==> config.mk <==
export PLATFORM = sky130hd
export DESIGN_NAME = pam4_slicer_ber_flat
export DESIGN_NICKNAME = d
export VERILOG_FILES = /design/src/rtl/pam4_pkg.sv /design/src/rtl/pam4_slicer_ber_if.sv /design/src/rtl/ref_sym_fifo.sv /design/src/rtl/pam4_slicer_ber.sv /design/src/flat_wrapper.sv
export SDC_FILE = /design/constraint.sdc
export NUM_CORES = 1
export LEC_CHECK = 0
export ABC_CLOCK_PERIOD_IN_PS = 5180
export BUFFER_PORTS_ARGS = -buffer_cell sky130_fd_sc_hd__buf_2
export CORE_MARGIN = 4
export CORE_UTILIZATION = 52
export CTS_CLUSTER_SIZE = 10
export DETAILED_ROUTE_END_ITERATION = 8
export GPL_ROUTABILITY_DRIVEN = 0
export PLACE_DENSITY = 0.72
export SLEW_MARGIN = 20
export SYNTH_ARGS = -nofsm -noshare
export SYNTH_HDL_FRONTEND = slang
export SYNTH_SLANG_ARGS = --single-unit
==> constraint.sdc <==
create_clock -name clk -period 5.18 [get_ports clk]
set_input_delay 1.036 -clock clk [delete_from_list [all_inputs] [get_ports clk]]
set_output_delay 1.036 -clock clk [all_outputs]
set_load 0.005 [all_outputs]
==> src/rtl/pam4_pkg.sv <==
// pam4_pkg: shared PAM4 symbol type, BER FSM states and slicer function
package pam4_pkg;
  typedef logic [1:0] pam4_sym_t;
  typedef enum logic [1:0] {IDLE, ALIGN, COUNT, DONE} ber_state_t;
  function automatic pam4_sym_t pam4_slice(input int sample, input int sep);
    return sample < -sep ? 2'd0 : sample < 0 ? 2'd1 : sample < sep ? 2'd2 : 2'd3;
  endfunction
endpackage

==> src/rtl/pam4_slicer_ber_if.sv <==
// pam4_slicer_ber_if: control, sample/reference streams and BER results
interface pam4_slicer_ber_if import pam4_pkg::*; #(parameter int SIGNAL_RESOLUTION = 16, parameter int COUNT_WIDTH = 32);
  logic en;
  logic clear;
  pam4_sym_t ref_sym_in;
  logic ref_sym_valid;
  logic signed [SIGNAL_RESOLUTION-1:0] rx_in;
  logic rx_valid;
  pam4_sym_t sym_out;
  logic sym_out_valid;
  logic sym_error;
  logic [COUNT_WIDTH-1:0] err_count;
  logic [COUNT_WIDTH-1:0] sym_count;
  logic ber_done;
  logic fifo_overflow;
  logic fifo_underflow;
  modport master(output en, clear, ref_sym_in, ref_sym_valid, rx_in, rx_valid,
                 input sym_out, sym_out_valid, sym_error, err_count, sym_count, ber_done, fifo_overflow, fifo_underflow);
  modport slave(input en, clear, ref_sym_in, ref_sym_valid, rx_in, rx_valid,
                output sym_out, sym_out_valid, sym_error, err_count, sym_count, ber_done, fifo_overflow, fifo_underflow);
endinterface

==> src/rtl/ref_sym_fifo.sv <==
// ref_sym_fifo: single-clock FIFO; a push while full is accepted only alongside a pop
module ref_sym_fifo #(parameter int W = 2, parameter int DEPTH = 16) (
  input  logic         clk,
  input  logic         rstn,
  input  logic         clear,
  input  logic         push,
  input  logic         pop,
  input  logic [W-1:0] din,
  output logic [W-1:0] dout,
  output logic         full,
  output logic         empty
);
  localparam int AW = $clog2(DEPTH);
  logic [W-1:0] mem_q [DEPTH];
  logic [AW-1:0] wr_q, wr_d, rd_q, rd_d;
  logic [AW:0] cnt_q, cnt_d;
  logic wr_en, rd_en;
  always_comb begin
    full = cnt_q == (AW+1)'(DEPTH);
    empty = cnt_q == '0;
    dout = mem_q[rd_q];
    wr_en = push && (!full || pop) && !clear;
    rd_en = pop && !empty && !clear;
    wr_d = clear ? '0 : wr_q + AW'(wr_en);
    rd_d = clear ? '0 : rd_q + AW'(rd_en);
    cnt_d = clear ? '0 : cnt_q + (AW+1)'(wr_en) - (AW+1)'(rd_en);
  end
  always_ff @(posedge clk or negedge rstn)
    if (!rstn) begin
      wr_q <= '0;
      rd_q <= '0;
      cnt_q <= '0;
    end else begin
      wr_q <= wr_d;
      rd_q <= rd_d;
      cnt_q <= cnt_d;
    end
  always_ff @(posedge clk)
    if (wr_en) mem_q[wr_q] <= din;
endmodule

==> src/rtl/pam4_slicer_ber.sv <==
// pam4_slicer_ber: PAM4 slicer with reference alignment and saturating BER counters
module pam4_slicer_ber import pam4_pkg::*; #(
  parameter int SIGNAL_RESOLUTION = 16,
  parameter int SYMBOL_SEPERATION = 64,
  parameter int CURSOR_DELAY = 3,
  parameter int REF_FIFO_DEPTH = 16,
  parameter int TEST_LENGTH = 1000,
  parameter int COUNT_WIDTH = 32
) (
  input logic clk,
  input logic rstn,
  pam4_slicer_ber_if.slave bus
);
  localparam int CW = COUNT_WIDTH;
  localparam int SW = $clog2(CURSOR_DELAY + 2);
  localparam logic [SW-1:0] SKIP_END = SW'(CURSOR_DELAY);
  localparam logic [CW-1:0] CMAX = '1;
  localparam logic [CW-1:0] TLEN = CW'(TEST_LENGTH);
  ber_state_t state_q, state_d;
  logic [SW-1:0] skip_q, skip_d;
  pam4_sym_t sym_out_q, sym_out_d, slice, head;
  logic vld_q, vld_d, err_q, err_d, ovf_q, ovf_d, udf_q, udf_d;
  logic [CW-1:0] err_count_q, err_count_d, sym_count_q, sym_count_d;
  logic act, rx, push, cmp, full, empty;
  ref_sym_fifo #(.W(2), .DEPTH(REF_FIFO_DEPTH)) u_fifo (
    .clk(clk), .rstn(rstn), .clear(bus.clear), .push(push), .pop(cmp),
    .din(bus.ref_sym_in), .dout(head), .full(full), .empty(empty)
  );
  always_comb begin
    slice = pam4_slice(int'($signed(bus.rx_in[SIGNAL_RESOLUTION-1:0])), SYMBOL_SEPERATION);
    act = bus.en && !bus.clear;
    rx = act && bus.rx_valid && state_q != IDLE;
    push = act && bus.ref_sym_valid && state_q != DONE;
    cmp = rx && state_q == COUNT && !empty;
    state_d = state_q;
    skip_d = skip_q;
    sym_out_d = rx ? slice : sym_out_q;
    vld_d = rx;
    err_d = cmp && slice != head;
    err_count_d = err_count_q + CW'(err_d && err_count_q != CMAX);
    sym_count_d = sym_count_q + CW'(cmp && sym_count_q != CMAX);
    ovf_d = ovf_q || (push && full && !cmp);
    udf_d = udf_q || (rx && state_q == COUNT && empty);
    if (state_q == IDLE && push) state_d = ALIGN;
    if (state_q == ALIGN && rx) begin
      skip_d = skip_q + SW'(1);
      if (skip_d == SKIP_END) state_d = COUNT;
    end
    if (cmp && sym_count_d == TLEN) state_d = DONE;
    if (bus.clear) begin
      state_d = IDLE;
      skip_d = '0;
      sym_out_d = '0;
      err_count_d = '0;
      sym_count_d = '0;
      ovf_d = 1'b0;
      udf_d = 1'b0;
    end
  end
  always_ff @(posedge clk or negedge rstn)
    if (!rstn) begin
      state_q <= IDLE;
      skip_q <= '0;
      sym_out_q <= '0;
      vld_q <= 1'b0;
      err_q <= 1'b0;
      err_count_q <= '0;
      sym_count_q <= '0;
      ovf_q <= 1'b0;
      udf_q <= 1'b0;
    end else begin
      state_q <= state_d;
      skip_q <= skip_d;
      sym_out_q <= sym_out_d;
      vld_q <= vld_d;
      err_q <= err_d;
      err_count_q <= err_count_d;
      sym_count_q <= sym_count_d;
      ovf_q <= ovf_d;
      udf_q <= udf_d;
    end
  assign bus.sym_out = sym_out_q;
  assign bus.sym_out_valid = vld_q;
  assign bus.sym_error = err_q;
  assign bus.err_count = err_count_q;
  assign bus.sym_count = sym_count_q;
  assign bus.ber_done = state_q == DONE;
  assign bus.fifo_overflow = ovf_q;
  assign bus.fifo_underflow = udf_q;
endmodule

==> src/flat_wrapper.sv <==
// flat-port wrapper written by rule: the top's interface ports become plain ports
module pam4_slicer_ber_flat import pam4_pkg::*;
#(
  parameter int SIGNAL_RESOLUTION = 16,
  parameter int SYMBOL_SEPERATION = 64,
  parameter int CURSOR_DELAY = 3,
  parameter int REF_FIFO_DEPTH = 16,
  parameter int TEST_LENGTH = 1000,
  parameter int COUNT_WIDTH = 32
)
  (clk, rstn, bus_en, bus_clear, bus_ref_sym_in, bus_ref_sym_valid, bus_rx_in, bus_rx_valid, bus_sym_out, bus_sym_out_valid, bus_sym_error, bus_err_count, bus_sym_count, bus_ber_done, bus_fifo_overflow, bus_fifo_underflow);
  pam4_slicer_ber_if #(.SIGNAL_RESOLUTION(SIGNAL_RESOLUTION), .COUNT_WIDTH(COUNT_WIDTH)) bus_i ();
  input logic clk;
  input logic rstn;
  input wire logic [$bits(bus_i.en)-1:0] bus_en;
  input wire logic [$bits(bus_i.clear)-1:0] bus_clear;
  input wire logic [$bits(bus_i.ref_sym_in)-1:0] bus_ref_sym_in;
  input wire logic [$bits(bus_i.ref_sym_valid)-1:0] bus_ref_sym_valid;
  input wire logic [$bits(bus_i.rx_in)-1:0] bus_rx_in;
  input wire logic [$bits(bus_i.rx_valid)-1:0] bus_rx_valid;
  output wire logic [$bits(bus_i.sym_out)-1:0] bus_sym_out;
  output wire logic [$bits(bus_i.sym_out_valid)-1:0] bus_sym_out_valid;
  output wire logic [$bits(bus_i.sym_error)-1:0] bus_sym_error;
  output wire logic [$bits(bus_i.err_count)-1:0] bus_err_count;
  output wire logic [$bits(bus_i.sym_count)-1:0] bus_sym_count;
  output wire logic [$bits(bus_i.ber_done)-1:0] bus_ber_done;
  output wire logic [$bits(bus_i.fifo_overflow)-1:0] bus_fifo_overflow;
  output wire logic [$bits(bus_i.fifo_underflow)-1:0] bus_fifo_underflow;
  assign bus_i.en = bus_en;
  assign bus_i.clear = bus_clear;
  assign bus_i.ref_sym_in = bus_ref_sym_in;
  assign bus_i.ref_sym_valid = bus_ref_sym_valid;
  assign bus_i.rx_in = bus_rx_in;
  assign bus_i.rx_valid = bus_rx_valid;
  assign bus_sym_out = bus_i.sym_out;
  assign bus_sym_out_valid = bus_i.sym_out_valid;
  assign bus_sym_error = bus_i.sym_error;
  assign bus_err_count = bus_i.err_count;
  assign bus_sym_count = bus_i.sym_count;
  assign bus_ber_done = bus_i.ber_done;
  assign bus_fifo_overflow = bus_i.fifo_overflow;
  assign bus_fifo_underflow = bus_i.fifo_underflow;
  pam4_slicer_ber #(.SIGNAL_RESOLUTION(SIGNAL_RESOLUTION), .SYMBOL_SEPERATION(SYMBOL_SEPERATION), .CURSOR_DELAY(CURSOR_DELAY), .REF_FIFO_DEPTH(REF_FIFO_DEPTH), .TEST_LENGTH(TEST_LENGTH), .COUNT_WIDTH(COUNT_WIDTH)) u_core (.clk(clk), .rstn(rstn), .bus(bus_i));
endmodule
# Yosys cells after proc, flatten, opt, wreduce, memory -nomap -nowiden
# Memories as Yosys holds them, arrays and structs flattened.
# Index checks and enable logic that the tools add are counted.
[totals] register_bits=88 ram_bits=32 in_bits=24 elab_cells=86 memories=1
[op_classes] addsub=7 magnitude_cmp=3 eq_ne=10 n_mux=21 n_reduce_logical=32
[mem_list] name="u_core.u_fifo.mem_q" words=16 width=2 read_ports=1 rd_clocked_by_memory_dff=0 write_ports=1 line_no="ref_sym_fifo.sv:14" rtl="logic [W-1:0] mem_q [DEPTH];"
[ops] op="32-bit by 1-bit adder with 32-bit output" count=2
[ops] op="32-bit two-way mux" count=2
[ops] op="32-bit != test (second input constant)" count=2
[ops] op="32-bit by 10-bit equality test with 1-bit output (second input constant)" count=1
[ops] op="1-bit logical AND" count=20
[ops] op="2-bit two-way mux" count=9
[ops] op="16-bit by 1-bit less-than comparator with 1-bit output (second input constant)" count=1
[ops] op="16-bit by 7-bit less-than comparator with 1-bit output (second input constant)" count=1
[ops] op="16-bit by 8-bit less-than comparator with 1-bit output (second input constant)" count=1
[ops] op="4-bit by 1-bit adder with 4-bit output" count=2
[ops] op="4-bit two-way mux" count=2
[ops] op="3-bit two-way mux" count=2
[ops] op="2-bit nonzero test" count=3
[ops] op="5-bit by 1-bit adder with 5-bit output" count=1
[ops] op="5-bit equality test (second input constant)" count=1
[ops] op="5-bit logical NOT" count=1
[ops] op="1-bit two-way mux" count=5
[ops] op="5-bit two-way mux" count=1
[ops] op="5-bit by 1-bit subtractor with 5-bit output" count=1
[ops] op="2-bit equality test (second input constant)" count=2
[ops] op="1-bit logical NOT" count=4
[ops] op="3-bit by 1-bit adder with 3-bit output (second input constant)" count=1
[ops] op="3-bit by 2-bit equality test with 1-bit output (second input constant)" count=1
[ops] op="1-bit logical OR" count=3
[ops] op="other kinds (4)" count=4

# Depth between registers and ports, before layout
# Gate-level depths: netlist of the first run.
[depth] word_depth=12 ltp_mapped=16

# Modules after synthesis
# A second synthesis of the first run with hierarchy kept.
[hier_totals] cells_unflattened=585 area_unflattened_um2=6348.6
[by_module_without_submodules] module="pam4_slicer_ber" instances=1 cells_each=440 area_per_inst_um2=4255.3 seq_area_each_um2=1876.8
[by_module_without_submodules] module="ref_sym_fifo" instances=1 cells_each=145 area_per_inst_um2=2093.3 seq_area_each_um2=1286.2

# Worst setup path before layout of the first run
# OpenSTA, ideal clock, no wires.
[synth_path] path_type="input -> register" from="in bus_clear" to="reg u_core.state_q[0]" arrival_ps=3969 required_ps=5088 path_slack_ps=1119 stages=15 path_cell_list="buf_6 nand3b_1 nor4_1 inv_1 a31oi_1 ha_1 ha_1 buf_6 nand4_1 nor4_1 xnor2_1 nor3b_1 nand4_1 or4b_1 o31ai_2"
[synth_via] elab_chain_cells=12
[synth_lines] element="from (decl)" line_no="flat_wrapper.sv:16" rtl="input wire logic [$bits(bus_i.clear)-1:0] bus_clear;"
[synth_lines] element="1-bit logical NOT" line_no="pam4_slicer_ber.sv:31" rtl="act = bus.en && !bus.clear;"
[synth_lines] element="1-bit logical AND" line_no="pam4_slicer_ber.sv:31"
[synth_lines] element="1-bit logical AND (2 in series)" line_no="pam4_slicer_ber.sv:32" rtl="rx = act && bus.rx_valid && state_q != IDLE;"
[synth_lines] element="1-bit logical AND (2 in series)" line_no="pam4_slicer_ber.sv:34" rtl="cmp = rx && state_q == COUNT && !empty;"
[synth_lines] element="1-bit logical AND" line_no="pam4_slicer_ber.sv:41" rtl="sym_count_d = sym_count_q + CW'(cmp && sym_count_q != CMAX);"
[synth_lines] element="32-bit by 1-bit adder with 32-bit output" line_no="pam4_slicer_ber.sv:41"
[synth_lines] element="32-bit by 10-bit equality test with 1-bit output" line_no="pam4_slicer_ber.sv:49" rtl="if (cmp && sym_count_d == TLEN) state_d = DONE;"
[synth_lines] element="1-bit logical AND" line_no="pam4_slicer_ber.sv:49"
[synth_lines] element="2-bit two-way mux" line_no="pam4_slicer_ber.sv:49"
[synth_lines] element="2-bit two-way mux *" line_no="pam4_slicer_ber.sv:50" rtl="if (bus.clear) begin"
[synth_lines] element="via u_core.state_d[0]" line_no="pam4_slicer_ber.sv:19" rtl="ber_state_t state_q, state_d;"
[synth_lines] element="to (signal assigned)" line_no="pam4_slicer_ber.sv:72" rtl="state_q <= state_d;"
[synth_lines] element="to (decl)" line_no="pam4_slicer_ber.sv:19"
# The timed path passes the listed nets; every way through them passes the cells marked *.
# A chain may end at the register's enable or synchronous reset.

# Worst setup path after layout of the first run
[layout_path] from="reg u_core.u_fifo.rd_q[0]" to="reg u_core.err_count_q[26], in the netlist u_core.bus.err_count[26]"
[layout_via] elab_chain_cells=6
[layout_lines] element="from (decl)" line_no="ref_sym_fifo.sv:15" rtl="logic [AW-1:0] wr_q, wr_d, rd_q, rd_d;"
[layout_lines] element="from (signal assigned)" line_no="ref_sym_fifo.sv:35" rtl="rd_q <= rd_d;"
[layout_lines] element="memory 16 x 2 bit"
[layout_lines] element="2-bit != test" line_no="pam4_slicer_ber.sv:39" rtl="err_d = cmp && slice != head;"
[layout_lines] element="1-bit logical AND" line_no="pam4_slicer_ber.sv:39"
[layout_lines] element="via u_core.err_d" line_no="pam4_slicer_ber.sv:22" rtl="logic vld_q, vld_d, err_q, err_d, ovf_q, ovf_d, udf_q, udf_d;"
[layout_lines] element="1-bit logical AND" line_no="pam4_slicer_ber.sv:40" rtl="err_count_d = err_count_q + CW'(err_d && err_count_q != CMAX);"
[layout_lines] element="32-bit by 1-bit adder with 32-bit output" line_no="pam4_slicer_ber.sv:40"
[layout_lines] element="32-bit two-way mux" line_no="pam4_slicer_ber.sv:50"
[layout_lines] element="via u_core.err_count_d[26]" line_no="pam4_slicer_ber.sv:23" rtl="logic [CW-1:0] err_count_q, err_count_d, sym_count_q, sym_count_d;"
[layout_lines] element="to (signal assigned)" line_no="pam4_slicer_ber.sv:77" rtl="err_count_q <= err_count_d;"
[layout_lines] element="to (decl)" line_no="pam4_slicer_ber.sv:23"
# The timed path passes the listed nets, and every way through them passes these cells.

==> results of run 1 <==
## cells by family after synthesis
logic type,after synthesis,synth area share [%]
flip-flops,120,50.3
multiplexers,12,3.90
AND/OR/NAND/NOR,286,23.6
AO/OA/AOI/OAI,46,4.74
XOR/XNOR,70,9.76
buffers and inverters,49,3.80
adder cells (fa/ha/maj),19,3.90
## layer usage
| layer | track usage (%) | part of all wire, % | vias to the layer above |
|---|---|---|---|
| li1 | - | - | 2287 |
| met3 | 4.57 | 5.0 | 27 |
| met2 | 33.0 | 49 | 143 |
| met5 | 0 | 0 | - |
| met1 | 27.1 | 43 | 2338 |
| met4 | 10.4 | 2.7 | 0 |
## layout make-up
type	count	area (sq um)	share of cell area [%]
Sequential cell	120	3160	43.1
Multi-Input combinational cell	433	2880	39.3
Timing Repair Buffer	92	473	6.45
Clock buffer	18	429	5.85
Tap cell	143	179	2.44
Clock inverter	14	129	1.76
Inverter	21	78.8	1.07
Antenna cell	1	2.50	0.0341
## synthesized netlist by cell type, types with 2 or more instances
master	number
sky130_fd_sc_hd__clkbuf_1	13
sky130_fd_sc_hd__xnor2_1	35
sky130_fd_sc_hd__o21ai_0	9
sky130_fd_sc_hd__xor2_1	35
sky130_fd_sc_hd__or2_2	3
sky130_fd_sc_hd__mux4_2	10
sky130_fd_sc_hd__a41oi_1	2
sky130_fd_sc_hd__nor4_1	8
sky130_fd_sc_hd__nand2b_1	4
sky130_fd_sc_hd__inv_1	21
sky130_fd_sc_hd__ha_1	18
sky130_fd_sc_hd__a2111oi_0	2
sky130_fd_sc_hd__nor2b_1	15
sky130_fd_sc_hd__and3_2	2
sky130_fd_sc_hd__edfxtp_1	32
sky130_fd_sc_hd__nor4b_1	2
sky130_fd_sc_hd__or3_1	9
sky130_fd_sc_hd__nor3b_1	4
sky130_fd_sc_hd__nand3_1	36
sky130_fd_sc_hd__nor2_1	98
sky130_fd_sc_hd__buf_2	5
sky130_fd_sc_hd__a31oi_1	4
sky130_fd_sc_hd__and2_1	2
sky130_fd_sc_hd__nand4_1	25
sky130_fd_sc_hd__and3_1	7
sky130_fd_sc_hd__buf_6	5
sky130_fd_sc_hd__nand2_1	38
sky130_fd_sc_hd__mux2i_1	2
sky130_fd_sc_hd__dfrtp_1	88
sky130_fd_sc_hd__buf_1	3
sky130_fd_sc_hd__and4_1	5
sky130_fd_sc_hd__nor4_4	2
sky130_fd_sc_hd__a21oi_1	16
sky130_fd_sc_hd__nor3_1	18
## state kept, by name (all words and copies together), names as in the netlist
register / count
u_core.bus.sym_out_valid: 1
u_core.bus.sym_out: 2
u_core.bus.err_count: 32
u_core.skip_q: 3
u_core.bus.sym_error: 1
u_core.u_fifo.cnt_q: 5
u_core.u_fifo.rd_q: 4
u_core.bus.fifo_overflow: 1
u_core.state_q: 2
u_core.u_fifo.wr_q: 4
u_core.bus.sym_count: 32
u_core.u_fifo.mem_q: 32
u_core.bus.fifo_underflow: 1
## worst max path at each step
stage	start	to
2_1_floorplan	bus_clear	u_core.state_q[0]$_DFF_PN0_
3_3_place_gp	bus_rx_in[9]	u_core.bus.err_count[26]$_DFF_PN0_
3_5_place_dp	bus_rx_in[9]	u_core.bus.err_count[30]$_DFF_PN0_
4_1_cts	u_core.u_fifo.rd_q[0]$_DFF_PN0_	u_core.bus.err_count[26]$_DFF_PN0_
5_1_grt	u_core.u_fifo.rd_q[0]$_DFF_PN0_	u_core.bus.err_count[26]$_DFF_PN0_
6_report	u_core.u_fifo.rd_q[0]$_DFF_PN0_	u_core.bus.err_count[26]$_DFF_PN0_
## worst max-delay path, cell delays in order, from the launching register on
cell                       delay (ps)
sky130_fd_sc_hd__dfrtp_1          680
sky130_fd_sc_hd__mux4_2           590
sky130_fd_sc_hd__mux4_2           500
sky130_fd_sc_hd__xnor2_1          150
sky130_fd_sc_hd__a21oi_1          290
sky130_fd_sc_hd__a21boi_0         250
sky130_fd_sc_hd__ha_1             260
sky130_fd_sc_hd__ha_1             210
sky130_fd_sc_hd__nand3_1          190
sky130_fd_sc_hd__nor3_1           510
sky130_fd_sc_hd__and2_1           290
sky130_fd_sc_hd__nand2_1          120
sky130_fd_sc_hd__nor3_1           230
sky130_fd_sc_hd__xnor2_1          150
sky130_fd_sc_hd__nor2_1            50
## stage by stage
stage	cells	power (mW)
2_1_floorplan	602	1.05
3_3_place_gp	809	1.09
3_5_place_dp	809	1.09
4_1_cts	841	2.19
5_1_grt	842	2.26
6_report	842	2.16
## report_power, final
group | internal [mW] | total (mW) | leakage, nW | switching [mW]
Sequential | 0.982 | 0.989 | 1.52 | 0.00779
Clock | 0.660 | 1.09 | 0.255 | 0.431
Combinational | 0.0285 | 0.0834 | 1.42 | 0.0549
Total | 1.67 | 2.16 | 3.19 | 0.494
==> implementation parameters, run 1 <==
Parameter                              Value

STA
  Post-route worst hold slack ... around 550 ps
  Final Hold Viols ... 0
  Transition time of the tightest slew-check pin ... roughly 880 ps
  Relative slew slack ... between 40 and 50%
  Final setup margin ... around 530 ps
  Accumulated negative setup slack ... 0 ps
  Highest Clock Rate ... between 200 and 250 MHz
  Final-report setup violation count ... 0
  Share of the clock period used by the worst path after layout ... around nine tenths
  Skew final ... approximately 8.9 ps
  Max Slew Vio Count ... 0
  Unrepaired setup endpoints after global routing ... false
  Crit path time final ... 4650 ps

Hold path
  Hold path depth ... 2
  Min-Delay Startpoint ... u_core.state_q[1]$_DFF_PN0_
  Type of the tightest min-delay check ... flip-flop to flip-flop
  Hold EP ... u_core.state_q[1]$_DFF_PN0_

Global routing
  Pin count of the biggest net entering global routing ... 89
  Vias in the first global route ... around 4800
  Overflow left after global routing ... 0
  Number of antenna violations at the first check in global routing ... 1
  GR Util All Layers ... a little over a fifth
  First-pass GRT wire length ... between 20 and 25 mm

Synthesis
  Main area contributors after synthesis ... sky130_fd_sc_hd__dfrtp_1 (35%), sky130_fd_sc_hd__edfxtp_1 (15%), sky130_fd_sc_hd__nor2_1 (5.9%)
  Largest area contributor in the netlist ... sky130_fd_sc_hd__dfrtp_1
  Share of synthesized area occupied by flip-flops and latches ... 50.3%
  Post-synth EDFFs ... 32
  Share of the synthesized area in the top cell type ... a little over a third
  Netlist area before placement ... 6280 sq um
  Syn nets ... 645
  Most instantiated flip-flop cell in the synthesis netlist ... sky130_fd_sc_hd__dfrtp_1
  Mapped Avg Cell Area ... 10.4 sq um
  Synthesized flop and latch total ... 120
  Async set-reset flop share out of synthesis ... between 70% and 80%
  Count of unique library cells instantiated by Yosys ... 58
  Number of synthesis warnings ... 0
  Number of instances in the synthesized netlist ... approximately 600

Drt
  DRC violation count after routing ... 0
  WL per Instance ... between 15 and 20 microns
  Antenna Violating Nets Remaining ... 0
  Routed WL ... ~14 mm
  Via count ... 4795
  Iteration count of the initial detailed-routing pass ... 5
  Via density per instance ... 5.69
  Violation count after the first detailed-routing iteration ... 334

Layout
  Nets ... 728
  Fill cell total of the finished layout ... around 940
  P&R area growth vs syn ... 16.7%
  Post-layout util ... between 60 and 70%
  Proportion of layout cells with a drive suffix above 1 ... between 20% and 30%
  Most common cell after layout, fill and taps aside ... sky130_fd_sc_hd__nor2_1
  Most used cells in the layout excluding fill and tap cells ... sky130_fd_sc_hd__nor2_1 (98), sky130_fd_sc_hd__dfrtp_1 (88), sky130_fd_sc_hd__buf_2 (87), sky130_fd_sc_hd__nand2_1 (38), sky130_fd_sc_hd__nand3_1 (36)
  Fin area ... 7340 sq um

Floorplanning
  Starting Density ... 54.1%
  Number of placement rows ... 39
  Die X-Extent ... approximately 120 microns
  IO Count ... 95
  Area of the die ... about 14000 sq um
  Height of the die ... between 100 and 150 microns
  Core Box Area ... approximately 12000 sq um

Clocking
  Num Clock Sinks ... between 100 and 150
  Clock Path Buffers ... 2
  Number of hold buffers added after CTS ... 0
  Post-CTS setup repair buffer count ... 0
  CTS tree ... built
  Post_cts resized ... 0
  Clock latency at the later pin of the worst-skew pair ... slightly above 400 ps
  H-tree level count ... 4
  Post-CTS clock slew at the launch and capture registers of the worst setup and hold paths ... around 60 ps
  Total clock buffers created by CTS ... 17
  Clock root buffer ... sky130_fd_sc_hd__clkbuf_16

Placed design
  Placement-stage cell area ... about 6800 sq um
  Detail Placement HPWL ... ~9.6 mm
  Buffers on Ports ... a little under 90
  Pre-CTS setup slack ... 266 ps

Setup path
  Reg-to-reg critical path startpoint ... u_core.u_fifo.rd_q[0]$_DFF_PN0_
  Endpoint of the worst register-to-register path ... u_core.bus.err_count[26]$_DFF_PN0_
  Worst Path Arrival ... slightly below 5000 ps
  Category of the worst setup path capture point ... flip-flop
  Crit-path max FO ... 9
  Reg-to-reg setup timing slack ... about 530 ps
  R2R depth ... 14
  Worst setup SP type ... flip-flop
  Required @ worst endpoint ... 5440 ps
  Category of the most critical setup path ... flip-flop to flip-flop

Run status
  Status ... completed

Power
  Areal power density over the cells ... ~290 nW/um^2
  Highest ir drop seen on vdd ... around 0.21 mV
  Leak Pwr ... 3.19 nW

Flow run
  Max Cap Viol ... 0
No activity file was read; power rests on OpenSTA's default activity.
==> run 2: changes to the inputs <==
==> constraint.sdc (replaced) <==
create_clock -name clk -period 5.18 [get_ports clk]
set_input_delay 0.259 -clock clk [delete_from_list [all_inputs] [get_ports clk]]
set_output_delay 0.259 -clock clk [all_outputs]
set_load 0.005 [all_outputs]
==> run 2 against run 1 <==
Net effect: die area unchanged; total power increased by 4.8%; first-iteration DRC count increased by 6.9%; register-to-register slack improved by 120 ps; non-clock buffer count unchanged; sequential power about the same; sequential share of layout area decreased by 0.31 points; largest cell class unchanged; highest routed layer unchanged.
==> implementation parameters, run 2 (synthesis gave the netlist of run 1 again) <==
Parameter                              Value

Run status
  Status ... completed

STA
  Skew final ... 9.53 ps (+0.653 ps)
  Share of the clock period used by the worst path after layout ... 87.3% (-2.4 points)
  Max Slew Vio Count ... 0 (unchanged)
  Post-route worst hold slack ... 176 ps (-375 ps)
  Relative slew slack ... 41.6% (+0.24 points)
  Transition time of the tightest slew-check pin ... 876 ps (-3.61 ps)
  Unrepaired setup endpoints after global routing ... false
  Final-report setup violation count ... 0 (unchanged)
  Crit path time final ... 4520 ps (-123 ps)
  Accumulated negative setup slack ... 0 ps (unchanged)
  Highest Clock Rate ... 221 MHz (+2.7%)
  Final Hold Viols ... 0 (unchanged)

Floorplanning
  Starting Density ... 54.1% (unchanged)
  Die X-Extent ... 118 microns (unchanged)
  Core Box Area ... 11600 sq um (unchanged)
  Area of the die ... 13900 sq um (unchanged)
  IO Count ... 95 (unchanged)
  Height of the die ... 118 microns (unchanged)
  Number of placement rows ... 39 (unchanged)

Power
  Areal power density over the cells ... 307 nW/um^2 (+4.0%)
  Switching Power ... 0.498 mW (+0.82%)
  Internal power consumption ... 1.77 mW (+5.9%)
  Switching Share ... 21.9% (-0.86 points)
  Relative contribution of sequential cells to total power ... 43.6% (-2.1 points)
  Leak Pwr ... 3.22 nW (+0.78%)
  Highest ir drop seen on vdd ... 0.191 mV (-8.7%)
  Relative contribution of the clock network to total power ... 52.6% (+2.2 points)
  Part of the total power dissipated in combinational logic ... 3.7% (-0.2 points)

Layout
  P&R area growth vs syn ... 17.6%
  Proportion of layout cells with a drive suffix above 1 ... 20.9% (-0.14 points)
  Nets ... 728 (unchanged)
  Fin area ... 7390 sq um (+0.73%)
  Most common cell after layout, fill and taps aside ... sky130_fd_sc_hd__nor2_1
  Final std cells w/o fill ... 842 (unchanged)
  Most used cells in the layout excluding fill and tap cells ... sky130_fd_sc_hd__nor2_1 (98), sky130_fd_sc_hd__dfrtp_1 (88), sky130_fd_sc_hd__buf_2 (87), sky130_fd_sc_hd__nand2_1 (38), sky130_fd_sc_hd__nand3_1 (36)
  Post-layout util ... 63.6% (+0.46 points)

Setup path
  Cell with the largest stage delay on the worst path ... sky130_fd_sc_hd__dfrtp_1
  Worst setup SP type ... flip-flop
  Required @ worst endpoint ... 5440 ps (about the same)
  Category of the most critical setup path ... flip-flop to flip-flop
  Crit-path max FO ... 9 (unchanged)
  Sequence of cells on the critical path ... mux4_2 -> mux4_2 -> xnor2_1 -> a21oi_1 -> a21boi_0 -> ha_1 -> ha_1 -> nand3_1 -> nor3_1 -> and2_1 -> nand2_1 -> nor3_1 -> xnor2_1 -> nor2_1
  Critical path's largest stage delay ... 670 ps (about the same)
  Category of the worst setup path capture point ... flip-flop
  Worst Path Arrival ... 4780 ps (-120 ps)

Drt
  Routed WL ... 13.9 mm (+1.0%)
  DRC violation count after routing ... 0 (unchanged)
  WL per Instance ... 16.5 microns (+1.0%)
  Via density per instance ... 5.66 (-0.67%)
  Iteration count of the initial detailed-routing pass ... 5 (unchanged)
  Via count ... 4763 (-0.67%)
  Violation count after the first detailed-routing iteration ... 357 (+6.9%)
  Antenna Violating Nets Remaining ... 0 (unchanged)

Global routing
  Overflow left after global routing ... 0 (unchanged)
  Vias in the first global route ... 4863 (+1.6%)
  Number of antenna violations at the first check in global routing ... 1 (unchanged)
  Pin count of the biggest net entering global routing ... 89 (unchanged)
  First-pass GRT wire length ... 23.5 mm (+0.89%)
  GR Util All Layers ... 20.8% (about the same)

Clocking
  Post-CTS setup repair buffer count ... 0 (unchanged)
  Total clock buffers created by CTS ... 17 (unchanged)
  H-tree level count ... 4 (unchanged)
  Clock Path Buffers ... 2 (unchanged)
  Post-CTS clock slew at the launch and capture registers of the worst setup and hold paths ... 60 ps (about the same)
  CTS tree ... built
  Clock latency at the later pin of the worst-skew pair ... 410 ps (about the same)
  Clock root buffer ... sky130_fd_sc_hd__clkbuf_16
  Post_cts resized ... 0 (unchanged)
  Num Clock Sinks ... 120 (unchanged)

Placed design
  Placement-stage cell area ... 6770 sq um (-0.11%)
  Total instance count after detailed placement ... 808 (-0.12%)
  Buffers on Ports ... 88 (unchanged)
  Detail Placement HPWL ... 9.62 mm (-0.24%)

Flow run
  Max Cap Viol ... 0 (unchanged)

Hold path
  Type of the tightest min-delay check ... input port to flip-flop
run 2: cell count changes in the layout (fill, tap and decap cells not counted), sizes merged:
cell / before / now
buf: 92 / 91
clkinvlp: 6 / 5
bufinv: 1 / 3
dlygate4sd3: 0 / 1
clkinv: 5 / 4
run 2: path summary, 6_finish.rpt:
path	from	to	slack, ps	depth (start not counted)
worst max register to register	u_core.u_fifo.rd_q[0]$_DFF_PN0_	u_core.bus.err_count[26]$_DFF_PN0_	660	14
worst min register to register	u_core.bus.fifo_underflow$_DFF_PN0_	u_core.bus.fifo_underflow$_DFF_PN0_	510	2
worst max-delay path	u_core.u_fifo.rd_q[0]$_DFF_PN0_	u_core.bus.err_count[26]$_DFF_PN0_	660	14
max in group asynchronous	rstn	u_core.bus.sym_count[1]$_DFF_PN0_	4160	2
worst min-delay path	bus_ref_sym_valid	u_core.bus.fifo_overflow$_DFF_PN0_	180	3
min in group asynchronous	rstn	u_core.bus.err_count[7]$_DFF_PN0_	490	2
run 2: power groups by stage:
stage	Clock, mW	Combinational [mW]	Sequential [mW]
6_report	1.19	0.0849	0.989
5_1_grt	1.26	0.0970	0.990
4_1_cts	1.21	0.0858	0.989
3_5_place_dp	0	0.0850	1.01
3_3_place_gp	0	0.0809	1.01
2_1_floorplan	0	0.0476	1.00
run 2: timing repair:
| action | in CTS | in global routing |
|---|---|---|
| hold buffers | 0 | 1 |
| endpoints found under the setup margin | 0 | 0 |
| endpoints found under the hold margin | 0 | 75 |
run 2: per-stage QoR:
step	power, mW	setup slack, ps
final	2.27	658
after global routing	2.35	239
after CTS	2.28	583
after detailed placement	1.09	605
after global placement	1.09	763
after floorplan	1.05	1440
run 2: area by class of cell:
class	count	area, sq um
inverter	21	78.8
clock buffer	18	429
sequential	120	3160
fill	929	4220
clock inverter	14	176
tap	143	179
antenna	1	2.50
multi-input combinational	433	2880
timing repair buffer	92	479
run 2: layer usage:
metal	track usage, %	up-vias	routed length [microns]
met1	26.4	2344	5960
met2	34.1	113	7070
met5	0	-	0
li1	-	2285	-
met3	5.14	21	579
met4	8.94	0	261
run 2: worst max-delay path: cells and delay by family, from the launching register on:
| kind | cells | cell delay, ps |
|---|---|---|
| AND/OR/NAND/NOR | 6 | 1350 |
| multiplexers | 2 | 1080 |
| flip-flops | 1 | 670 |
| AO/OA/AOI/OAI | 2 | 530 |
| adder cells (fa/ha/maj) | 2 | 460 |
| XOR/XNOR | 2 | 280 |
==> run 3: changes to the inputs <==
--- a/config.mk
+++ b/config.mk
@@ -8,5 +8,4 @@
 export ABC_CLOCK_PERIOD_IN_PS = 5180
 export BUFFER_PORTS_ARGS = -buffer_cell sky130_fd_sc_hd__buf_2
-export CORE_MARGIN = 4
 export CORE_UTILIZATION = 52
 export CTS_CLUSTER_SIZE = 10
==> constraint.sdc (replaced) <==
create_clock -name clk -period 5.18 [get_ports clk]
set_input_delay 0 -clock clk [delete_from_list [all_inputs] [get_ports clk]]
set_output_delay 0 -clock clk [all_outputs]
set_load 0.005 [all_outputs]
==> run 3 against run 2 <==
Net effect: the run now ends with DRC left; global-route usage rose by 3.2 points; clock power barely moved; largest cell class unchanged; flip-flop and latch count unchanged.
==> implementation parameters, run 3 (synthesis gave the netlist of run 1 again) <==
Parameter                              Value

STA
  Accumulated negative setup slack ... 0 ps (unchanged)
  Post-route worst hold slack ... 56.5 ps (-120 ps)
  Final-report setup violation count ... 0 (unchanged)
  Transition time of the tightest slew-check pin ... 885 ps (+9.02 ps)
  Max Slew Vio Count ... 0 (unchanged)
  Skew final ... 7.08 ps (-2.45 ps)
  Relative slew slack ... 41.0% (-0.60 points)
  Final Hold Viols ... 0 (unchanged)
  Unrepaired setup endpoints after global routing ... false
  Crit path time final ... 4500 ps (-18.2 ps)
  Share of the clock period used by the worst path after layout ... 87.0% (-0.35 points)
  Highest Clock Rate ... 222 MHz (+0.40%)

Floorplanning
  Height of the die ... 112 microns (-5.1%)
  Area of the die ... 12500 sq um (-9.9%)
  Core Box Area ... 11600 sq um (unchanged)
  IO Count ... 95 (unchanged)
  Starting Density ... 54.1% (unchanged)
  Number of placement rows ... 39 (unchanged)
  Die X-Extent ... 112 microns (-5.1%)

Drt
  WL per Instance ... 16.5 microns (about the same)
  Met2 Wirelength ... 7.14 mm (+0.93%)
  Post-Route M1 WL ... 5.98 mm (+0.30%)
  Met3 layer wire length in the routed design ... 585 microns (+1.0%)
  DRC violation count after routing ... 8 (+8)
  Iteration count of the initial detailed-routing pass ... 7 (+2)
  Max Used Layer ... met4
  Via count ... 4848 (+1.8%)
  Routed WL ... 14.0 mm (+0.99%)
  Antenna Violating Nets Remaining ... 0 (unchanged)
  Via density per instance ... 5.70 (+0.83%)
  Violation count after the first detailed-routing iteration ... 336 (-5.9%)

Setup path
  Sequence of cells on the critical path ... mux4_2 -> mux4_2 -> xnor2_1 -> a21oi_1 -> a21boi_0 -> ha_1 -> ha_1 -> nand3_1 -> nor3_1 -> and2_1 -> nand2_1 -> nor3_1 -> xnor2_1 -> nor2_1
  Cell with the largest stage delay on the worst path ... sky130_fd_sc_hd__dfrtp_1
  CP bufs+invs ... 0 (unchanged)
  Required @ worst endpoint ... 5440 ps (about the same)
  Worst setup SP type ... flip-flop
  Category of the most critical setup path ... flip-flop to flip-flop
  Stages on worst setup path ... 14 (unchanged)
  Critical path's largest stage delay ... 670 ps (about the same)
  Worst Path Arrival ... 4770 ps (about the same)
  Category of the worst setup path capture point ... flip-flop
  Reg-to-reg critical path startpoint ... u_core.u_fifo.rd_q[0]$_DFF_PN0_
  R2R depth ... 14 (unchanged)
  Crit-path max FO ... 9 (unchanged)
  Launching instance or port of the critical path ... u_core.u_fifo.rd_q[0]$_DFF_PN0_
  Family with the most delay on the worst path ... simple AND/OR/NAND/NOR gates

Clocking
  Post_cts resized ... 0 (unchanged)
  Post-CTS clock slew at the launch and capture registers of the worst setup and hold paths ... 60 ps (about the same)
  Clock root buffer ... sky130_fd_sc_hd__clkbuf_16
  CTS tree ... built
  Num Clock Sinks ... 120 (unchanged)
  Post-CTS setup repair buffer count ... 0 (unchanged)
  Clock Path Buffers ... 2 (unchanged)
  H-tree level count ... 4 (unchanged)
  Clock latency at the later pin of the worst-skew pair ... 420 ps (about the same)
  Total clock buffers created by CTS ... 17 (unchanged)
  Number of hold buffers added after CTS ... 8 (+8)

Layout
  Post-layout util ... 64.2% (+0.53 points)
  Final std cells w/o fill ... 850 (+0.95%)
  Most common cell after layout, fill and taps aside ... sky130_fd_sc_hd__nor2_1
  P&R area growth vs syn ... 18.6%
  Proportion of layout cells with a drive suffix above 1 ... 21.0% (+0.046 points)
  Fin area ... 7450 sq um (+0.83%)
  Nets ... 736 (+1.1%)
  Fill cell total of the finished layout ... 939 (+1.1%)
  Most used cells in the layout excluding fill and tap cells ... sky130_fd_sc_hd__nor2_1 (98), sky130_fd_sc_hd__dfrtp_1 (88), sky130_fd_sc_hd__buf_2 (87), sky130_fd_sc_hd__nand2_1 (38), sky130_fd_sc_hd__nand3_1 (36)

Placed design
  Buffers on Ports ... 88 (unchanged)
  Total instance count after detailed placement ... 809 (+0.12%)
  Detail Placement HPWL ... 9.38 mm (-2.6%)
  Placement-stage cell area ... 6780 sq um (+0.11%)

Global routing
  Overflow left after global routing ... 0 (unchanged)
  Number of antenna violations at the first check in global routing ... 1 (unchanged)
  GR Util All Layers ... 24.1% (+3.2 points)
  Pin count of the biggest net entering global routing ... 89 (unchanged)
  Vias in the first global route ... 4740 (-2.5%)
  First-pass GRT wire length ... 23.3 mm (-1.0%)

Power
  Part of the total power dissipated in combinational logic ... 4.0% (+0.3 points)
  Leak Pwr ... 3.26 nW (+1.2%)
  Relative contribution of the clock network to total power ... 52.1% (-0.5 points)
  Areal power density over the cells ... 302 nW/um^2 (-1.4%)
  Switching Share ... 23.2% (+1.2 points)
  Highest ir drop seen on vdd ... 0.200 mV (+5.0%)
  Internal power consumption ... 1.73 mW (-2.1%)
  Relative contribution of sequential cells to total power ... 43.9% (+0.3 points)
  Switching Power ... 0.522 mW (+4.9%)

Hold path
  Min-Delay Startpoint ... bus_en
  Hold path depth ... 4 (+1)
  Type of the tightest min-delay check ... input port to flip-flop

Run status
  Status ... complete, but fails checks
  Violations in the final reports ... DRC

Flow run
  Max Cap Viol ... 0 (unchanged)
==> run 3: cell types whose count changed in the layout (fill, tap and decap cells not counted), sizes merged <==
cell / change
inv: +4
bufinv: -1
dlygate4sd3: +7
clkinvlp: -3
clkinv: +1
buf: +1
clkbuf: -1
==> run 3: worst paths after layout <==
kind	endpoint	slack [ps]
setup / recovery	u_core.bus.err_count[30]$_DFF_PN0_	680
hold / removal	u_core.state_q[0]$_DFF_PN0_	60
setup reg to reg	u_core.bus.err_count[30]$_DFF_PN0_	680
hold reg to reg	u_core.bus.fifo_underflow$_DFF_PN0_	530
max in group asynchronous	u_core.bus.err_count[30]$_DFF_PN0_	3410
min in group asynchronous	u_core.bus.err_count[23]$_DFF_PN0_	470
==> run 3: power groups by stage <==
stage | Sequential, mW | Combinational, mW | Clock [mW]
finish | 0.990 | 0.0904 | 1.17
global route | 0.991 | 0.103 | 1.23
floorplan | 1.00 | 0.0476 | 0
detailed placement | 1.01 | 0.0847 | 0
global placement | 1.01 | 0.0815 | 0
CTS | 0.990 | 0.0912 | 1.19
==> run 3: routing by layer <==
layer,global-route usage [%],up-vias
met2,39.8,152
met3,5.99,23
li1,-,2306
met5,0,-
met4,11.4,0
met1,29.7,2367
==> run 3: stage by stage <==
step / total power, mW / setup WS [ps]
6_report: 2.25 / 676
4_1_cts: 2.28 / 583
3_5_place_dp: 1.09 / 618
2_1_floorplan: 1.05 / 1440
3_3_place_gp: 1.09 / 769
5_1_grt: 2.32 / 216
==> run 3: worst reg2reg max path, stage by stage (launching register included) <==
cell and delay, ps:
sky130_fd_sc_hd__dfrtp_1 670, sky130_fd_sc_hd__mux4_2 590, sky130_fd_sc_hd__mux4_2 490, sky130_fd_sc_hd__xnor2_1 140, sky130_fd_sc_hd__a21oi_1 290, sky130_fd_sc_hd__a21boi_0 250, sky130_fd_sc_hd__ha_1 250, sky130_fd_sc_hd__ha_1 200
sky130_fd_sc_hd__nand3_1 180, sky130_fd_sc_hd__nor3_1 470, sky130_fd_sc_hd__and2_1 280, sky130_fd_sc_hd__nand2_1 110, sky130_fd_sc_hd__nor3_1 230, sky130_fd_sc_hd__xnor2_1 140, sky130_fd_sc_hd__nor2_1 50
==> run 3: layout make-up <==
type                       count  area [sq um]  area share [%]
multi-input combinational    433          2880            38.7
timing repair buffer         100           553            7.42
sequential                   120          3160            42.5
clock buffer                  17           425            5.71
antenna                        1          2.50          0.0336
tap                          143           179            2.40
inverter                      21          78.8            1.06
clock inverter                15           168            2.25
